**src/rtl/rx_multilane_pkg.sv**
```systemverilog
// Shared definitions for the multi-lane flit receiver: flit field sizes,
// receiver FSM states and small elaboration-time helpers.
package rx_multilane_pkg;

  localparam int HDR_SZ         = 2;
  localparam int PL_SZ          = 8;
  localparam int ADDR_SZ        = 4;
  localparam int FLIT_W_DEFAULT = HDR_SZ + PL_SZ + ADDR_SZ;

  typedef enum logic [1:0] {
    RX_IDLE = 2'd0,
    RX_DATA = 2'd1,
    RX_PAR  = 2'd2
  } rx_state_e;

  function automatic int ceil_div(input int a, input int b);
    return (a + b - 1) / b;
  endfunction

  // Width of a counter/pointer addressing n items; never below one bit.
  function automatic int width_of(input int n);
    return (n > 1) ? $clog2(n) : 1;
  endfunction

endpackage

```
**src/rtl/rx_multilane_if.sv**
```systemverilog
// Link/consumer-side signal bundle of the flit receiver. The slave modport is
// the receiver; the master modport is the transmitter plus downstream consumer.
interface rx_multilane_if
  import rx_multilane_pkg::*;
#(
  parameter int LANES  = 1,
  parameter int FLIT_W = FLIT_W_DEFAULT,
  parameter int OCC_W  = 2
);

  logic [LANES-1:0]  serial_in;
  logic              channel_busy;
  logic              valid;
  logic              item_read;
  logic [FLIT_W-1:0] parallel_out;
  logic              parity_err;
  logic [OCC_W-1:0]  occupancy;

  modport master (
    output serial_in, item_read,
    input  channel_busy, valid, parallel_out, parity_err, occupancy
  );

  modport slave (
    input  serial_in, item_read,
    output channel_busy, valid, parallel_out, parity_err, occupancy
  );

endinterface

```
**src/rtl/rx_fifo.sv**
```systemverilog
// Synchronous FIFO for received flits: any DEPTH, wrapping pointers, head
// forced to zero while empty, simultaneous read and write at any fill level.
module rx_fifo
  import rx_multilane_pkg::*;
#(
  parameter int DEPTH  = 2,
  parameter int FLIT_W = FLIT_W_DEFAULT
) (
  input  logic                       clk,
  input  logic                       reset,
  input  logic                       wr_en,
  input  logic [FLIT_W-1:0]          wr_data,
  input  logic                       rd_en,
  output logic [FLIT_W-1:0]          head,
  output logic [$clog2(DEPTH+1)-1:0] occupancy,
  output logic                       not_empty
);

  localparam int OCC_W = $clog2(DEPTH + 1);
  localparam int PTR_W = width_of(DEPTH);

  logic [FLIT_W-1:0] mem_q [DEPTH];
  logic [PTR_W-1:0]  wr_ptr_q, wr_ptr_d;
  logic [PTR_W-1:0]  rd_ptr_q, rd_ptr_d;
  logic [OCC_W-1:0]  occ_q, occ_d;
  logic              do_wr, do_rd;

  function automatic logic [PTR_W-1:0] bump(input logic [PTR_W-1:0] p);
    return (p == PTR_W'(DEPTH - 1)) ? '0 : p + 1'b1;
  endfunction

  // NOTE: every signal written here gets a default first so no latch is inferred.
  always_comb begin
    do_rd    = rd_en && (occ_q != '0);
    do_wr    = wr_en && ((occ_q != OCC_W'(DEPTH)) || do_rd);
    wr_ptr_d = do_wr ? bump(wr_ptr_q) : wr_ptr_q;
    rd_ptr_d = do_rd ? bump(rd_ptr_q) : rd_ptr_q;
    unique case ({do_wr, do_rd})
      2'b10:   occ_d = occ_q + 1'b1;
      2'b01:   occ_d = occ_q - 1'b1;
      default: occ_d = occ_q;
    endcase
  end

  // NOTE: state updates use non-blocking assignments so all flops sample together.
  always_ff @(posedge clk) begin
    if (reset) begin
      wr_ptr_q <= '0;
      rd_ptr_q <= '0;
      occ_q    <= '0;
    end else begin
      wr_ptr_q <= wr_ptr_d;
      rd_ptr_q <= rd_ptr_d;
      occ_q    <= occ_d;
    end
  end

  // NOTE: storage is not reset; the empty-head mux hides stale entries.
  always_ff @(posedge clk) begin
    if (do_wr) mem_q[wr_ptr_q] <= wr_data;
  end

  assign not_empty = (occ_q != '0);
  assign occupancy = occ_q;
  assign head      = not_empty ? mem_q[rd_ptr_q] : '0;

endmodule

```
**src/rtl/rx_multilane.sv**
```systemverilog
// Serial flit receiver: LANES-wide link with start-bit framing, optional even
// parity beat, and a DEPTH-entry output FIFO with busy back-pressure upstream.
module rx_multilane
  import rx_multilane_pkg::*;
#(
  parameter int    FLIT_W    = FLIT_W_DEFAULT,
  parameter int    LANES     = 1,
  parameter int    DEPTH     = 2,
  parameter bit    PARITY_EN = 1'b0,
  parameter bit    DROP_BAD  = 1'b1,
  parameter int    routerid  = -1,
  parameter string port      = "unknown"
) (
  input logic           clk,
  input logic           reset,
  rx_multilane_if.slave bus
);

  localparam int BEATS  = ceil_div(FLIT_W, LANES);
  localparam int BEAT_W = width_of(BEATS);
  localparam int OCC_W  = $clog2(DEPTH + 1);

  if (FLIT_W < 1 || LANES < 1 || LANES > FLIT_W || DEPTH < 1) begin : g_bad_cfg
    $error("rx_multilane: illegal FLIT_W/LANES/DEPTH combination");
  end
  if (routerid < -1 || port == "") begin : g_bad_tag
    $error("rx_multilane: malformed debug tag");
  end

  rx_state_e         state_q, state_d;
  logic [BEAT_W-1:0] beat_q, beat_d;
  logic [FLIT_W-1:0] asm_q, asm_d;
  logic              perr_q, perr_d;
  logic              wr_en;
  logic [FLIT_W-1:0] wr_data;
  logic [OCC_W-1:0]  occ;
  logic              full;
  logic              head_valid;
  logic [FLIT_W-1:0] head;

  assign full = (occ == OCC_W'(DEPTH));

  always_comb begin
    state_d = state_q;
    beat_d  = beat_q;
    asm_d   = asm_q;
    perr_d  = 1'b0;
    wr_en   = 1'b0;
    wr_data = asm_q;
    unique case (state_q)
      RX_IDLE: begin
        // A start bit is only taken when the FIFO can hold the finished flit.
        if (bus.serial_in[0] && !full) begin
          state_d = RX_DATA;
          beat_d  = '0;
          asm_d   = '0;
        end
      end
      RX_DATA: begin
        for (int i = 0; i < FLIT_W; i++) begin
          if (BEAT_W'(i / LANES) == beat_q) asm_d[i] = bus.serial_in[i % LANES];
        end
        if (beat_q == BEAT_W'(BEATS - 1)) begin
          if (PARITY_EN) begin
            state_d = RX_PAR;
          end else begin
            state_d = RX_IDLE;
            wr_en   = 1'b1;
            wr_data = asm_d;
          end
        end else begin
          beat_d = beat_q + 1'b1;
        end
      end
      RX_PAR: begin
        state_d = RX_IDLE;
        perr_d  = (bus.serial_in[0] != ^asm_q);
        wr_en   = !(perr_d && DROP_BAD);
      end
      default: state_d = RX_IDLE;
    endcase
  end

  always_ff @(posedge clk) begin
    if (reset) begin
      state_q <= RX_IDLE;
      beat_q  <= '0;
      asm_q   <= '0;
      perr_q  <= 1'b0;
    end else begin
      state_q <= state_d;
      beat_q  <= beat_d;
      asm_q   <= asm_d;
      perr_q  <= perr_d;
    end
  end

  rx_fifo #(
    .DEPTH  (DEPTH),
    .FLIT_W (FLIT_W)
  ) u_fifo (
    .clk       (clk),
    .reset     (reset),
    .wr_en     (wr_en),
    .wr_data   (wr_data),
    .rd_en     (bus.item_read),
    .head      (head),
    .occupancy (occ),
    .not_empty (head_valid)
  );

  assign bus.channel_busy = (state_q != RX_IDLE) || full;
  assign bus.valid        = head_valid;
  assign bus.parallel_out = head;
  assign bus.occupancy    = occ;
  assign bus.parity_err   = perr_q;

endmodule
```
**src/flat_wrapper.sv**
```systemverilog
// flat-port wrapper written by rule: the top's interface ports become plain ports
module rx_multilane_flat import rx_multilane_pkg::*;
#(
  parameter int    FLIT_W    = FLIT_W_DEFAULT,
  parameter int    LANES     = 1,
  parameter int    DEPTH     = 2,
  parameter bit    PARITY_EN = 1'b0,
  parameter bit    DROP_BAD  = 1'b1,
  parameter int    routerid  = -1,
  parameter string port      = "       "
)
  (clk, reset, bus_serial_in, bus_item_read, bus_channel_busy, bus_valid, bus_parallel_out, bus_parity_err, bus_occupancy);
  rx_multilane_if #(.LANES(LANES), .FLIT_W(FLIT_W)) bus_i ();
  input logic clk;
  input logic reset;
  input wire logic [$bits(bus_i.serial_in)-1:0] bus_serial_in;
  input wire logic [$bits(bus_i.item_read)-1:0] bus_item_read;
  output wire logic [$bits(bus_i.channel_busy)-1:0] bus_channel_busy;
  output wire logic [$bits(bus_i.valid)-1:0] bus_valid;
  output wire logic [$bits(bus_i.parallel_out)-1:0] bus_parallel_out;
  output wire logic [$bits(bus_i.parity_err)-1:0] bus_parity_err;
  output wire logic [$bits(bus_i.occupancy)-1:0] bus_occupancy;
  assign bus_i.serial_in = bus_serial_in;
  assign bus_i.item_read = bus_item_read;
  assign bus_channel_busy = bus_i.channel_busy;
  assign bus_valid = bus_i.valid;
  assign bus_parallel_out = bus_i.parallel_out;
  assign bus_parity_err = bus_i.parity_err;
  assign bus_occupancy = bus_i.occupancy;
  rx_multilane #(.FLIT_W(FLIT_W), .LANES(LANES), .DEPTH(DEPTH), .PARITY_EN(PARITY_EN), .DROP_BAD(DROP_BAD), .routerid(routerid), .port(port)) u_core (.clk(clk), .reset(reset), .bus(bus_i));
endmodule
```
**config.mk**
```make
export PLATFORM = sky130hd
export DESIGN_NAME = rx_multilane_flat
export DESIGN_NICKNAME = d
export VERILOG_FILES = /design/src/rtl/rx_multilane_pkg.sv /design/src/rtl/rx_multilane_if.sv /design/src/rtl/rx_fifo.sv /design/src/rtl/rx_multilane.sv /design/src/flat_wrapper.sv
export SDC_FILE = /design/constraint.sdc
export NUM_CORES = 1
export LEC_CHECK = 0
export ABC_AREA = 1
export BUFFER_PORTS_ARGS = -buffer_cell sky130_fd_sc_hd__buf_2
export CAP_MARGIN = 25
export CORE_UTILIZATION = 55
export DETAILED_ROUTE_END_ITERATION = 10
export GPL_TIMING_DRIVEN = 0
export PLACE_DENSITY = 0.75
export SLEW_MARGIN = 40
export SYNTH_ARGS = -nofsm -noshare
export SYNTH_HDL_FRONTEND = slang
export SYNTH_SLANG_ARGS = --single-unit
```
**constraint.sdc**
```tcl
create_clock -name clk -period 5.2 [get_ports clk]
set_input_delay 0.26 -clock clk [delete_from_list [all_inputs] [get_ports clk]]
set_output_delay 0.26 -clock clk [all_outputs]
set_load 0.1 [all_outputs]
```
==> flow_metrics.tcl, run 1 <==
set metrics [dict create \
    status "finished clean" \
    place.gp.congestion 0.8623 \
    reg2reg_from "u_core.beat_q[1]" \
    post_cts_buffers 0 \
    layout_common_cells "63 x nand2_1, 56 x nand3_1, 34 x a21oi_1, 31 x inv_1, 28 x edfxtp_1" \
    yosysSeqAreaShare_pct 54.24 \
    ant_nets 0 \
    grt_max_degree 17 \
    synth_cell_type_count 19 \
    p_int_mw 0.5379 \
    cts_max_path_buffers 2 \
    crit_start "u_core.beat_q[1]" \
    cellPowerDensity_nw_per_um2 261.4 \
    grt_use_total_pct 22.25 \
    layout_commonest_cell "nand2_1" \
    dr.first_iter.drc_count 100 \
    final-seq-area_um2 1321 \
    die_x_um 68.55 \
    syn_to_final_growth_pct 10.43 \
    rsz0062_at_grt "no" \
    ctsHoldBuffers 0 \
    fin_tns_setup_ns 0 \
    drive_gt1_share_pct 12.07 \
    io_pins 23 \
    fin_crit_ns 2.227 \
    core_um2 4115 \
    setup_viol 0 \
    cts_buffers 5 \
    grt_pass1_vias 1673 \
    nets 331 \
    die_h_um 68.55 \
    hold_viol_final 0 \
    slew_headroom_pct 48.26 \
    clkSlewWorstSetupHoldPaths_ns 0.09 \
    post_cts_resized 0 \
    slew_violations 0 \
    dieArea_um2 4699 \
    syn_inst 295 \
    grt_pass1_wl_mm 7.672 \
    finClkSkew_ns 0.003519 \
    synth-seq-cells 52 \
    worstPathArrival_ns 2.16 \
    synth_warnings 0 \
    critPathRequiredTime_ns 5.13 \
    end_kind "register" \
    first_pass_iters 4 \
    cts.sinks 52 \
    switching_share_pct 23.51 \
    pwr-share-comb_pct 6.8 \
    critPathLaunchType "register" \
    drcViolationCount 0 \
    worst_pin_slew_ns 0.7753 \
    drv_cap 0 \
    num_vias 1952 \
    pwr-share-clk_pct 31.6 \
    multi_input_area_um2 878.3 \
    drt_wl_total_mm 4.779 \
    std_cell_rows 23 \
    port_buffers 20 \
    htreeDepth 2 \
    cp_max_fo 14 \
    clk_latency_ns 0.30 \
    final.fill_count 357 \
    p_leak_nw 1.131 \
    p_switching_mw 0.1654 \
    ir_worst_vdd_mv 0.1792 \
    dp_hpwl_mm 3.326 \
    detail_route.wl_per_cell_um 12.81 \
    root_buffer "clkbuf_8" \
    antenna_cells 0 \
    antenna_found_initial 0 \
    hold_ws_ns 0.2708 \
    synth.net_count 304 \
    critical_path_class "register to register" \
    cts_tree "yes" \
    hp-start "bus_serial_in" \
    viasPerCell 5.233 \
    synth.cell_area_um2 2436 \
    power_frac_seq_pct 61.6 \
    hold_class "input port to register" \
    avgSynthCellArea_um2 8.258 \
    initial_core_util_pct 59.20 \
    overflow 0 \
    min_period_over_period_pct 42.83 \
    fmax_mhz 449.0 \
]
-- Yosys cell counts --
library cell | n | area (µm²)
or2_2 | 1 | 6.260
buf_2 | 5 | 25.02
buf_4 | 3 | 22.52
o21ai_0 | 4 | 20.02
nor2_1 | 14 | 52.55
buf_1 | 1 | 3.750
conb_1 | 1 | 3.750
nor2_2 | 1 | 6.260
nand2_1 | 63 | 236.5
nand4_1 | 3 | 18.77
edfxtp_1 | 28 | 840.8
nand3_1 | 56 | 280.3
ha_1 | 5 | 62.56
nand4_2 | 1 | 12.51
clkbuf_1 | 19 | 71.32
a21oi_1 | 34 | 170.2
a31oi_1 | 1 | 6.260
inv_1 | 31 | 116.4
dfxtp_1 | 24 | 480.5
-- flip-flops by register name, summed over array words and instances, names as in the netlist, named ones only --
signal	count
u_core.beat_q	4
u_core.state_q	1
u_core.u_fifo.occupancy	2
u_core.u_fifo.mem_q	28
u_core.asm_q	14
u_core.u_fifo.wr_ptr_q	1
u_core.u_fifo.rd_ptr_q	1
-- layer usage --
layer | up-vias | part of all wire (%) | GRT usage (%)
li1 | 1018 | - | -
met1 | 871 | 47 | 29.71
met2 | 58 | 46 | 36.76
met3 | 5 | 5.9 | 4.441
met4 | 0 | 0.90 | 5.990
met5 | - | 0 | 0
-- final timing paths --
check,endpoint,slack [ns],cells after the start
worst max-delay path,u_core.u_fifo.mem_q[0][11],2.97,7
worst max register to register,u_core.u_fifo.mem_q[0][11],2.97,7
worst min register to register,u_core.u_fifo.rd_ptr_q,0.46,1
worst min-delay path,u_core.asm_q[13],0.27,3
-- metrics by stage --
| step | total power, mW | instance area (µm²) | utilization (%) | setup slack, ns | instances |
|---|---|---|---|---|---|
| floorplan | 0.4790 | 2436 | - | 2.034 | 295 |
| global placement | 0.4894 | 2599 | 63.15 | 2.705 | 365 |
| detailed placement | 0.4901 | 2601 | 63.21 | 2.986 | 365 |
| CTS | 0.7096 | 2690 | 65.37 | 2.973 | 373 |
| global route | 0.7301 | 2690 | 65.37 | 2.772 | 373 |
| finish | 0.7033 | 2690 | 65.37 | 2.973 | 373 |
-- worst max-delay path: stages, from the launching register on --
cell,delay (ns)
dfxtp_1,0.37
inv_1,0.10
ha_1,0.14
buf_2,0.19
nand4_2,0.17
nor2_1,0.19
inv_1,0.09
nor2_2,0.60
-- power groups by stage --
stage | sequential, mW | clock [mW] | combinational (mW)
3_5_place_dp | 0.443 | 0 | 0.0471
2_1_floorplan | 0.442 | 0 | 0.0366
6_report | 0.434 | 0.222 | 0.0475
3_3_place_gp | 0.443 | 0 | 0.0466
5_1_grt | 0.434 | 0.243 | 0.0529
4_1_cts | 0.433 | 0.229 | 0.0473
-- kinds of logic (layout without fill, tap and decap cells) --
logic type                 Yosys count  in the layout  synth area share [%]
AOI/OAI and AO/OA                   39             39                 8.064
other                                1              1                0.1539
DFF                                 52             52                 54.24
buffers and inverters               59             87                 9.810
and+or+nand+nor                    139            139                 25.17
adders and majority gates            5              5                 2.568
-- cell type report --
type | count | share of cell area, %
buffer | 28 | 4.558
tap | 50 | 2.326
clock buffer | 6 | 2.698
multi-input combinational | 184 | 32.65
sequential | 52 | 49.12
clock inverter | 2 | 0.6047
inverter | 31 | 4.326
timing repair buffer | 20 | 3.721
Note: power is estimated with default switching activity, not from simulation.
==> run 2, diff against run 1 <==
--- a/config.mk
+++ b/config.mk
@@ -5,10 +5,10 @@
 export SDC_FILE = /design/constraint.sdc
 export NUM_CORES = 1
 export LEC_CHECK = 0
-export ABC_AREA = 1
+export ABC_AREA = 0
 export BUFFER_PORTS_ARGS = -buffer_cell sky130_fd_sc_hd__buf_2
 export CAP_MARGIN = 25
-export CORE_UTILIZATION = 55
+export CORE_UTILIZATION = 53
 export DETAILED_ROUTE_END_ITERATION = 10
 export GPL_TIMING_DRIVEN = 0
 export PLACE_DENSITY = 0.75
==> constraint.sdc (replaced) <==
create_clock -name clk -period 1.85 [get_ports clk]
set_input_delay 0.0925 -clock clk [delete_from_list [all_inputs] [get_ports clk]]
set_output_delay 0.0925 -clock clk [all_outputs]
set_load 0.1 [all_outputs]
==> run 2 against run 1 <==
Against the previous run: setup slack got worse by 2.9 ns; highest routed layer unchanged; sequential cell count did not move; wire length fell by 2.8%; cell area rose by 11%; via count fell by 9.2%; count of clock-buffer cells in the layout did not move; largest power group unchanged; sequential share of layout area fell by 4.5 points.
==> flow_metrics.tcl, run 2 <==
set metrics [dict create \
    yosysSeqAreaShare_pct 53.93 \
    cpMostUsedCell "ha_4" \
    synth.cell_area_um2 2450 \
    end_kind "register" \
    dp_hpwl_mm 3.178 \
    clkSlewWorstSetupHoldPaths_ns 0.09 \
    core_um2 4384 \
    avgSynthCellArea_um2 10.61 \
    largest_register "u_core.u_fifo.mem_q" \
    std_cell_rows 24 \
    htreeDepth 2 \
    layout_common_cells "28 x edfxtp_1, 20 x inv_1, 20 x dfxtp_1, 17 x buf_2, 15 x buf_4" \
    overflow 0 \
    hp-start "bus_serial_in" \
    synthFlopType "edfxtp_1" \
    ir_worst_vdd_mv 0.5173 \
    crit_slowest_cell "or3_1" \
    post-place-ws_ns -0.2228 \
    grt_pass1_wl_mm 7.879 \
    drcViolationCount 0 \
    final.fill_count 335 \
    synth.net_count 240 \
    grt_pass1_vias 1634 \
    crit_family "simple AND/OR/NAND/NOR gates" \
    viasPerCell 5.625 \
    num_vias 1772 \
    path_buf_inv 1 \
    cts_max_path_buffers 2 \
    drv_cap 0 \
    critPathLaunchType "register" \
    yosys.area.top_type "edfxtp_1" \
    hold_class "input port to register" \
    drive_gt1_share_pct 28.90 \
    initial_core_util_pct 55.88 \
    grt_max_degree 17 \
    grt_use_total_pct 20.63 \
    min_period_over_period_pct 94.47 \
    die_x_um 69.99 \
    multi_input_area_um2 1059 \
    cellPowerDensity_nw_per_um2 797.9 \
    root_buffer "clkbuf_8" \
    drt_wl_total_mm 4.647 \
    syn_inst 231 \
    hold_viol_final 0 \
    antenna_found_initial 0 \
    rsz0062_at_grt "no" \
    synth_top_area_share_pct 34.32 \
    synth_top_cells_by_area "edfxtp_1 34%, dfxtp_1 20%, mux2i_1 5.7%, a32oi_1 4.3%, nor2_1 4.0%" \
    setup_viol 0 \
    dpl.cell_count 304 \
    fin_crit_ns 1.748 \
    place.gp.congestion 0.8782 \
    dr.first_iter.drc_count 139 \
    layout.cells.non_filler 315 \
    crit_chain "inv_2 > ha_4 > nand4_4 > o21bai_4 > ha_4 > or3_1 > a21oi_1" \
    detail_route.wl_per_cell_um 14.75 \
    async_flop_share_pct 0 \
    finClkSkew_ns 0.008042 \
    port_buffers 21 \
    yosys-top-cells-count "28 x edfxtp_1, 26 x nor2_1, 24 x dfxtp_1" \
    nets 271 \
    syn_to_final_growth_pct 21.91 \
    status "finished clean" \
    antenna_cells 0 \
    ant_nets 0 \
    reg.largest.list "u_core.u_fifo.mem_q: 28 flops, u_core.asm_q: 14 flops, u_core.beat_q: 4 flops" \
    largest_reg_flops 28 \
    worstPathArrival_ns 1.98 \
    critical_path_class "register to register" \
    reg2reg_from "u_core.beat_q[1]" \
    synth_cell_type_count 38 \
    synth_edf_count 28 \
    dieArea_um2 4898 \
    p_leak_nw 1.055 \
    fmax_mhz 572.2 \
    slowest_delay_ns 0.36 \
    first_pass_iters 4 \
    critPathRequiredTime_ns 2.08 \
    die_h_um 69.99 \
    final-seq-area_um2 1331 \
    clk_latency_ns 0.31 \
    synth_warnings 0 \
    synth-seq-cells 52 \
    layout_commonest_cell "edfxtp_1" \
    cts.sinks 52 \
    cts_buffers 5 \
    fin_ws_ns 0.1023 \
    cts_tree "yes" \
    yosysMostFrequentCell "edfxtp_1" \
    io_pins 23 \
    slew_violations 0 \
    cp_max_fo 5 \
    crit_start "u_core.beat_q[1]" \
]
[run 2: changes by cell type after synthesis, sizes merged, moves of 7 or more]
cell | previous run | this run
nand2 | 63 | 5
nor2 | 15 | 26
clkbuf | 19 | 12
nand3 | 56 | 8
nand3b | 0 | 8
inv | 31 | 22
o21ai | 4 | 18
a32oi | 0 | 12
mux2i | 0 | 14
a21oi | 34 | 3
[run 2: per-stage QoR]
step	area [µm²]	TNS (ns)	util (%)	power [mW]	hold WS [ns]
finish	2987	0	68.12	2.383	0.1429
global route	2987	0	68.12	2.458	0.1859
CTS	2937	0	66.98	2.387	0.1397
detailed placement	2731	-6.172	62.30	1.490	0.4629
global placement	2726	-16.65	62.19	1.489	0.4502
floorplan	2556	-3.296	-	1.437	0.2764
[run 2: kinds of logic (layout without fill, tap and decap cells)]
| family | Yosys count | count (layout) | share of synthesized area (%) |
|---|---|---|---|
| simple gates | 66 | 66 | 15.27 |
| flops | 52 | 52 | 53.93 |
| buf+inv | 47 | 79 | 8.427 |
| compound gates | 42 | 42 | 12.26 |
| mux | 15 | 15 | 6.333 |
| fa+ha+maj | 5 | 5 | 2.554 |
| xor+xnor | 3 | 3 | 1.073 |
| other cells | 1 | 1 | 0.1531 |
[run 2: path summary, 6_finish.rpt]
check             slack, ns                          to  cells past startpoint
setup / recovery       0.10  u_core.u_fifo.occupancy[1]                      7
hold / removal         0.14           u_core.state_q[0]                      3
setup reg to reg       0.10  u_core.u_fifo.occupancy[1]                      7
hold reg to reg        0.48             u_core.asm_q[9]                      2
[run 2: where the power goes]
| part | internal (mW) | switching, mW | leakage [nW] |
|---|---|---|---|
| combinational | 0.0906 | 0.145 | 0.535 |
| clock | 0.540 | 0.356 | 0.0654 |
| sequential | 1.22 | 0.0277 | 0.456 |
[run 2: per-layer routing]
layer,part of all wire [%],vias to the layer above,GRT usage (%)
li1,-,871,-
met1,46,864,27.20
met2,49,32,33.65
met3,3.1,5,4.329
met4,1.3,0,7.333
met5,0,-,0
[run 2: area by class of cell]
cell class / count / area share [%]
buffer: 24 / 4.189
clock buffer: 6 / 2.430
clock inverter: 2 / 2.011
multi-input combinational: 132 / 35.44
timing repair buffer: 25 / 6.284
inverter: 22 / 2.891
sequential: 52 / 44.57
tap: 52 / 2.178
[run 2: worst register-to-register path, cell delays in order, from the launching register on]
cell	delay (ns)
dfxtp_2	0.35
inv_2	0.09
ha_4	0.15
nand4_4	0.13
o21bai_4	0.22
ha_4	0.25
or3_1	0.36
a21oi_1	0.14
[run 2: timing repair]
item	CTS	global route
resized for setup	19	2
pin swaps	0	2
endpoints found under the setup margin	40	29
hold buffers	0	0
buffers inserted	2	2
==> run 3, diff against run 2 <==
--- a/config.mk
+++ b/config.mk
@@ -8,10 +8,10 @@
 export ABC_AREA = 0
 export BUFFER_PORTS_ARGS = -buffer_cell sky130_fd_sc_hd__buf_2
 export CAP_MARGIN = 25
-export CORE_UTILIZATION = 53
+export CORE_UTILIZATION = 25
 export DETAILED_ROUTE_END_ITERATION = 10
 export GPL_TIMING_DRIVEN = 0
-export PLACE_DENSITY = 0.75
+export PLACE_DENSITY = 0.42
 export SLEW_MARGIN = 40
 export SYNTH_ARGS = -nofsm -noshare
 export SYNTH_HDL_FRONTEND = slang
==> run 3 against run 2 <==
Against the previous run: power decreased by 4.5%; count of clock-buffer cells in the layout is 1 lower; largest power group unchanged; critical endpoint unchanged; wire length grew 12%; via count shrank 4.6%; clock power fell by 13%; fmax down 0.34%; global-route usage fell by 9.5 points; register-to-register slack barely moved; highest routed layer unchanged; critical path type unchanged.
==> flow_metrics.tcl, run 3 (synthesis gave the netlist of run 2 again) <==
set metrics [dict create \
    antenna_found_initial 0 \
    layout_commonest_cell "edfxtp_1" \
    detail_route.wl_per_cell_um 13.23 \
    p_leak_nw 1.052 \
    dieArea_um2 10200 \
    drcViolationCount 0 \
    end_kind "register" \
    use_met3_pct 1.872 \
    grt_pass1_vias 1618 \
    die_h_um 101.0 \
    core_um2 9371 \
    layout_common_cells "28 x edfxtp_1, 20 x inv_1, 20 x dfxtp_1, 17 x buf_2" \
    r2r_cells 7 \
    dr.first_iter.drc_count 80 \
    fin_tns_setup_ns 0 \
    ir_worst_vdd_mv 0.3058 \
    dpl.cell_count 381 \
    top_usage_layer "met2" \
    place_area_um2 2828 \
    drv_cap 0 \
    crit_chain "inv_4 > ha_4 > nand4_4 > o21bai_4 > ha_4 > or3_1 > a21oi_2" \
    reg2reg_slack_ns 0.1 \
    ctsHoldBuffers 0 \
    cpMostUsedCell "ha_4" \
    std_cell_rows 35 \
    critPathLaunchType "register" \
    reg.largest.list "u_core.u_fifo.mem_q: 28 flops, u_core.asm_q: 14 flops, u_core.beat_q: 4 flops" \
    fin_crit_ns 1.754 \
    grt.met2_usage_pct 18.07 \
    cellPowerDensity_nw_per_um2 738.2 \
    hold_ws_ns 0.1492 \
    fin_ws_ns 0.09640 \
    path_buf_inv 1 \
    clkSlewWorstSetupHoldPaths_ns 0.10 \
    worstReg2RegEnd "u_core.u_fifo.occupancy[1]" \
    finClkSkew_ns 0.006765 \
    reg2reg_from "u_core.beat_q[1]" \
    syn_to_final_growth_pct 25.84 \
    whs_path_depth 3 \
    dp_hpwl_mm 3.602 \
    first_pass_iters 4 \
    overflow 0 \
    critPathRequiredTime_ns 2.09 \
    drive_gt1_share_pct 29.66 \
    grt_pass1_wl_mm 8.487 \
    num_vias 1690 \
    nets 271 \
    rsz0062_at_grt "no" \
    cts_buffers 5 \
    htreeDepth 2 \
    cts_max_path_buffers 2 \
    largest_reg_flops 28 \
    drt_wl_total_mm 5.188 \
    min_to "u_core.state_q[0]" \
    grt_max_degree 17 \
    slowest_delay_ns 0.38 \
    cts.sinks 52 \
    grt_use_total_pct 11.12 \
    fin_area_um2 3083 \
    layout.cells.non_filler 392 \
    critical_path_class "register to register" \
    viasPerCell 4.311 \
    final.fill_count 1026 \
    hold_viol_final 0 \
    initial_core_util_pct 26.14 \
    post-place-ws_ns -0.3452 \
    ant_nets 0 \
    slew_violations 0 \
    die_x_um 101.0 \
    min_period_over_period_pct 94.79 \
    crit_slowest_cell "dfxtp_4" \
    root_buffer "clkbuf_8" \
    worstPathArrival_ns 1.99 \
    hp-start "bus_serial_in" \
    cts_tree "yes" \
    cp_max_fo 5 \
    crit_family "simple AND/OR/NAND/NOR gates" \
    largest_register "u_core.u_fifo.mem_q" \
    fmax_mhz 570.3 \
    p_total_mw 2.276 \
    antenna_cells 0 \
    place.gp.congestion 0.7620 \
    port_buffers 21 \
    hold_class "input port to register" \
    setup_viol 0 \
    met1_usage_pct 14.86 \
    clk_latency_ns 0.30 \
    status "finished clean" \
    final_core_util_pct 32.90 \
    io_pins 23 \
]
## run 3: power by group
group | internal, mW | total (mW) | switching, mW
clock network | 0.401 | 0.777 | 0.376
logic | 0.0924 | 0.247 | 0.155
registers | 1.22 | 1.25 | 0.0288
total | 1.72 | 2.28 | 0.559
## run 3: worst max path at each step
| stage | from | to | cells after the start |
|---|---|---|---|
| after global routing | u_core.beat_q[0] | u_core.u_fifo.occupancy[1] | 6 |
| after floorplan | u_core.beat_q[0] | u_core.u_fifo.mem_q[1][0] | 4 |
| after CTS | u_core.beat_q[1] | u_core.u_fifo.mem_q[1][3] | 6 |
| after detailed placement | u_core.beat_q[0] | u_core.u_fifo.mem_q[0][7] | 4 |
| final | u_core.beat_q[1] | u_core.u_fifo.occupancy[1] | 7 |
| after global placement | u_core.beat_q[0] | u_core.u_fifo.mem_q[1][7] | 4 |
## run 3: final cells by class
class	instances	area [µm²]	area share, %
flip-flops and latches	52	1334	43.26
multi-input cells	132	1062	34.46
repair buffers	25	197.7	6.412
well taps	129	161.4	5.235
plain buffers	24	127.6	4.140
inverters	22	88.84	2.881
clock buffers	5	68.82	2.232
clock inverters	3	42.54	1.380
## run 3: worst register-to-register path: stages, from the launching register on
cell and delay, ns:
dfxtp_4 0.38, inv_4 0.07, ha_4 0.14, nand4_4 0.13, o21bai_4 0.23, ha_4 0.25, or3_1 0.38, a21oi_2 0.12
## run 3: what timing repair did
action / CTS / global route
pin swaps: 1 / 2
cloned: 0 / 0
buffers inserted: 3 / 1
endpoints found under the setup margin: 40 / 24
gates resized for setup: 20 / 4
## run 3: per-layer routing
layer,vias up,wire [µm]
met5,-,0
met4,0,79
met3,7,122
met2,21,2492
met1,791,2494
li1,871,-
